===== src/rtl/sram_arbiter.sv =====
// Two-master arbiter for one SRAM-like req/addr_ok/data_ok port.
// Data wins the address phase, grants are held until addr_ok, and responses follow an in-order owner FIFO.
module sram_arbiter #(
    parameter int DEPTH = 2
) (
    input  logic        clk,
    input  logic        resetn,

    input  logic        inst_req,
    input  logic        inst_wr,
    input  logic [1:0]  inst_size,
    input  logic [3:0]  inst_wstrb,
    input  logic [31:0] inst_addr,
    input  logic [31:0] inst_wdata,
    output logic        inst_addr_ok,
    output logic        inst_data_ok,
    output logic [31:0] inst_rdata,

    input  logic        data_req,
    input  logic        data_wr,
    input  logic [1:0]  data_size,
    input  logic [3:0]  data_wstrb,
    input  logic [31:0] data_addr,
    input  logic [31:0] data_wdata,
    output logic        data_addr_ok,
    output logic        data_data_ok,
    output logic [31:0] data_rdata,

    output logic        mem_req,
    output logic        mem_wr,
    output logic [1:0]  mem_size,
    output logic [3:0]  mem_wstrb,
    output logic [31:0] mem_addr,
    output logic [31:0] mem_wdata,
    input  logic        mem_addr_ok,
    input  logic        mem_data_ok,
    input  logic [31:0] mem_rdata,

    output logic        busy
);
    localparam int PW = (DEPTH > 1) ? $clog2(DEPTH) : 1;
    localparam int CW = PW + 1;

    // Handshake: a master holds req and its fields stable until it sees addr_ok;
    // a transfer happens in the cycle where mem_req and mem_addr_ok are both high.
    typedef enum logic {
        LOCK_OPEN   = 1'b0,
        LOCK_HELD   = 1'b1
    } lock_state_t;

    lock_state_t       lock_state;
    logic              lock_owner;
    logic [DEPTH-1:0]  owner_q;
    logic [PW-1:0]     rd_ptr;
    logic [PW-1:0]     wr_ptr;
    logic [CW-1:0]     count;

    logic sel;
    logic sel_req;
    logic full;
    logic acc;
    logic pop;
    logic head;

    assign sel     = (lock_state == LOCK_HELD) ? lock_owner : data_req;
    assign sel_req = sel ? data_req : inst_req;
    assign full    = (count == CW'(DEPTH));
    // resetn gates the request path so nothing leaks out while reset is asserted
    assign mem_req = resetn & sel_req & ~full;
    assign acc     = mem_req & mem_addr_ok;
    assign pop     = mem_data_ok & (count != '0);
    assign head    = owner_q[rd_ptr];

    always_comb begin
        mem_wr    = 1'b0;
        mem_size  = 2'b00;
        mem_wstrb = 4'h0;
        mem_addr  = 32'h0;
        mem_wdata = 32'h0;
        if (mem_req) begin
            if (sel) begin
                mem_wr    = data_wr;
                mem_size  = data_size;
                mem_wstrb = data_wstrb;
                mem_addr  = data_addr;
                mem_wdata = data_wdata;
            end else begin
                mem_wr    = inst_wr;
                mem_size  = inst_size;
                mem_wstrb = inst_wstrb;
                mem_addr  = inst_addr;
                mem_wdata = inst_wdata;
            end
        end
    end

    assign inst_addr_ok = acc & ~sel;
    assign data_addr_ok = acc & sel;
    assign inst_data_ok = pop & ~head;
    assign data_data_ok = pop & head;
    assign inst_rdata   = inst_data_ok ? mem_rdata : 32'h0;
    assign data_rdata   = data_data_ok ? mem_rdata : 32'h0;
    assign busy         = (count != '0);

    // An offered-but-unaccepted request keeps the grant; a dropped request releases it.
    always_ff @(posedge clk or negedge resetn) begin
        if (!resetn) begin
            lock_state <= LOCK_OPEN;
            lock_owner <= 1'b0;
        end else if (mem_req && !mem_addr_ok) begin
            lock_state <= LOCK_HELD;
            lock_owner <= sel;
        end else begin
            lock_state <= LOCK_OPEN;
        end
    end

    always_ff @(posedge clk or negedge resetn) begin
        if (!resetn) begin
            owner_q <= '0;
            rd_ptr  <= '0;
            wr_ptr  <= '0;
            count   <= '0;
        end else begin
            if (acc) begin
                owner_q[wr_ptr] <= sel;
                wr_ptr          <= wr_ptr + 1'b1;
            end
            if (pop) begin
                rd_ptr <= rd_ptr + 1'b1;
            end
            case ({acc, pop})
                2'b10:   count <= count + 1'b1;
                2'b01:   count <= count - 1'b1;
                default: count <= count;
            endcase
        end
    end
endmodule

===== config.mk =====
export PLATFORM = sky130hd
export DESIGN_NAME = sram_arbiter
export DESIGN_NICKNAME = d
export VERILOG_FILES = /design/src/rtl/sram_arbiter.sv
export SDC_FILE = /design/constraint.sdc
export NUM_CORES = 1
export LEC_CHECK = 0
export BUFFER_PORTS_ARGS = -buffer_cell sky130_fd_sc_hd__clkbuf_2
export CAP_MARGIN = 20
export CELL_PAD_IN_SITES_DETAIL_PLACEMENT = 1
export CELL_PAD_IN_SITES_GLOBAL_PLACEMENT = 2
export CORE_ASPECT_RATIO = 1.5
export CORE_MARGIN = 2
export CORE_UTILIZATION = 12
export DETAILED_ROUTE_END_ITERATION = 12
export HOLD_SLACK_MARGIN = 0.03
export PLACE_DENSITY = 0.85
export REMOVE_ABC_BUFFERS = 1
export SYNTH_ARGS = -nofsm -noshare
export SYNTH_HDL_FRONTEND = slang
export SYNTH_SLANG_ARGS = --single-unit

===== constraint.sdc =====
create_clock -name clk -period 2.35 [get_ports clk]
set_input_delay 0.47 -clock clk [delete_from_list [all_inputs] [get_ports clk]]
set_output_delay 0.47 -clock clk [all_outputs]
set_load 0.03 [all_outputs]

==> reports/metrics.yaml <==
worst_setup_path:
  cp-startpoint: "lock_state$_DFF_PN0_"
  r2r_start: "lock_state$_DFF_PN0_"
  required_ns: 1.88
  path_cells: "nand2_2, o221ai_2, or2_4, buf_4, a21oi_1, clkbuf_4"
  timing.rr.end: "count[1]$_DFFE_PN0P_"
  rr_worst_depth: 8
  slowest_delay_ns: 0.44
  r2r_slack_ns: 0.38
  endpoint: "mem_addr[12]"
  start_kind: "flip-flop"
  end_kind: "output port"
  slowest_stage: "dfrtp_2"
  cp_max_fo: 12
  critPathKind: "flip-flop to output port"
  arrival_ns: 1.79
timing:
  setup_violations: 0
  max_freq_mhz: 443
  min_period_ns: 2.26
  maxSlewHeadroom: 0.668
  skew_ns: 0.00152
  finalMaxSlewViolations: 0
  worstMarginPinSlew_ns: 0.496
  rsz0062_at_grt: "true"
  hold_violations: 0
  finalCritPeriodShare: 0.961
routing:
  ant_nets: 0
  vias: 3530
  drc: 0
  viasPerCell: 4.05
  wirelength_um: 11900
  routedWlPerCell_um: 13.6
  first_pass_iters: 4
  dr.first_iter.drc_count: 81
final_layout:
  syn_to_final_growth_pct: 96.5
  fin_area_um2: 4100
  multi_input_area_um2: 1730
  diodes: 0
  num-fill-cells: 2268
  drive_gt1_frac: 0.609
  ff_latch_area_um2: 201
  mostFrequentLayoutCells: "clkbuf_2 (307), nand2_1 (144), and2_1 (64)"
  final_cells: 871
  nets: 841
  final_common_cell: "clkbuf_2"
floorplanning:
  fp-row-count: 59
  start_util: 0.121
  die_y_um: 166
  ios: 321
  coreArea_um2: 17200
  design.die.area_um2: 18500
  die_width_um: 112
worst_hold_path:
  hold_path.class: "input port to asynchronous set/reset pin"
flow_run:
  maxCapViolations: 0
clock_network:
  clkLatencyLatePin_ns: 0.23
  cts_sinks: 8
  cts_buffer_depth: 2
  clk_pin_slew_ns: 0.04
  cts_inserted_buffers: 3
  cts_root_buf: "clkbuf_16"
  cts_tree: "built"
  htreeDepth: 1
logic_synthesis:
  synth_edf_count: 0
  synth_ff_type: "dfrtp_1"
  synth_area_leaders: "nand2_1 (26%), a21oi_2 (21%), and2_1 (19%)"
  syn-cell-area_um2: 2090
  ys_async_sr_fraction: 1.00
  yosysSeqAreaShare: 0.0959
  netlist_instances: 350
  synth_top_area_cell: "nand2_1"
  ys_warn_count: 0
  synthDistinctLibCells: 28
  synth.avg_cell_area_um2: 5.97
  ys_ff_latch: 8
  synth_top_area_frac: 0.261
placed_design:
  place_hpwl_um: 10000
  dp.cells: 867
  gp_congestion: 0.840
  placed_area_um2: 3950
  portBuffers: 320
global_routing:
  grt_pass1_wl_um: 17100
  overflow: 0
  antenna_found_initial: 0
  grt_max_degree: 75
  gr-usage-all-layers: 0.115
  grt_pass1_vias: 3491
power:
  vdd_drop_max_mv: 0.568
  powerDensity_nw_per_um2: 834
  leakage_nw: 2.32
outcome:
  status: "finished clean"
report_power, final:
group	internal, mW	switching, mW
combinational	0.944	1.94
sequential	0.206	0.0500
clock	0.219	0.0674
cells in the mapped netlist (2+ instances only):
master    instances
nand2_1         145
and2_1           64
a21oi_2          50
a21oi_1          22
buf_2            14
dfrtp_1           8
buf_6             6
clkbuf_1          6
inv_1             6
buf_1             4
nor3_1            4
xnor2_1           4
mux2_2            2
worst max-delay path, delay by kind of cell, from the launching register on:
family          cells  cell delay [ns]
simple gates        2             0.44
compound gates      2             0.25
flops               1             0.44
buf+inv             2             0.43
metal layers:
metal	up-vias	track usage	wire length, µm
met5	-	0	0
met3	19	0.0321	1170
met2	228	0.245	6600
met4	0	0.0376	285
li1	1729	-	-
met1	1554	0.0996	3810
final cells by class:
class	count	area share
timing repair buffer	335	0.440
multi-input combinational	306	0.423
tap	213	0.0649
sequential	8	0.0491
clock buffer	3	0.0183
inverter	6	0.00549
kinds of logic after synthesis:
logic type                 Yosys count  synth area share
AOI/OAI and AO/OA                   77             0.285
xor gates and xnor gates             5            0.0210
and+or+nand+nor                    220             0.482
buffers and inverters               36            0.0947
adders and majority gates            1           0.00599
muxes                                3            0.0156
DFF                                  8            0.0959
metrics by stage:
step / hold WS [ns] / setup slack [ns] / power, mW / utilization / TNS (ns)
global route: 0.188 / -0.00297 / 3.67 / 0.239 / -0.00313
finish: 0.174 / 0.0923 / 3.42 / 0.239 / 0
floorplan: 0.174 / -1.71 / 2.15 / - / -125.38
global placement: 0.419 / 0.145 / 3.08 / 0.230 / 0
CTS: 0.176 / 0.00155 / 3.42 / 0.235 / 0
detailed placement: 0.421 / 0.111 / 3.10 / 0.230 / 0
sequential cells by signal (all words and copies together), names as in the netlist:
register    count
lock_owner      1
count           2
owner_q         2
lock_state      1
wr_ptr          1
rd_ptr          1
what timing repair did:
item,CTS,global route
setup endpoints to repair,46,91
hold buffers,0,0
pin swaps,0,2
hold endpoints to repair,0,0
resized for setup,4,26
buffers inserted,0,0
cloned,0,1
worst min path at each step:
stage                             end  slack (ns)
2_1_floorplan    count[0]$_DFFE_PN0P_        0.17
3_3_place_gp     lock_state$_DFF_PN0_        0.42
3_5_place_dp     lock_state$_DFF_PN0_        0.42
4_1_cts          count[0]$_DFFE_PN0P_        0.18
5_1_grt        lock_owner$_DFFE_PN0P_        0.19
6_report         count[0]$_DFFE_PN0P_        0.17
Power figures use the tool's default switching activity.
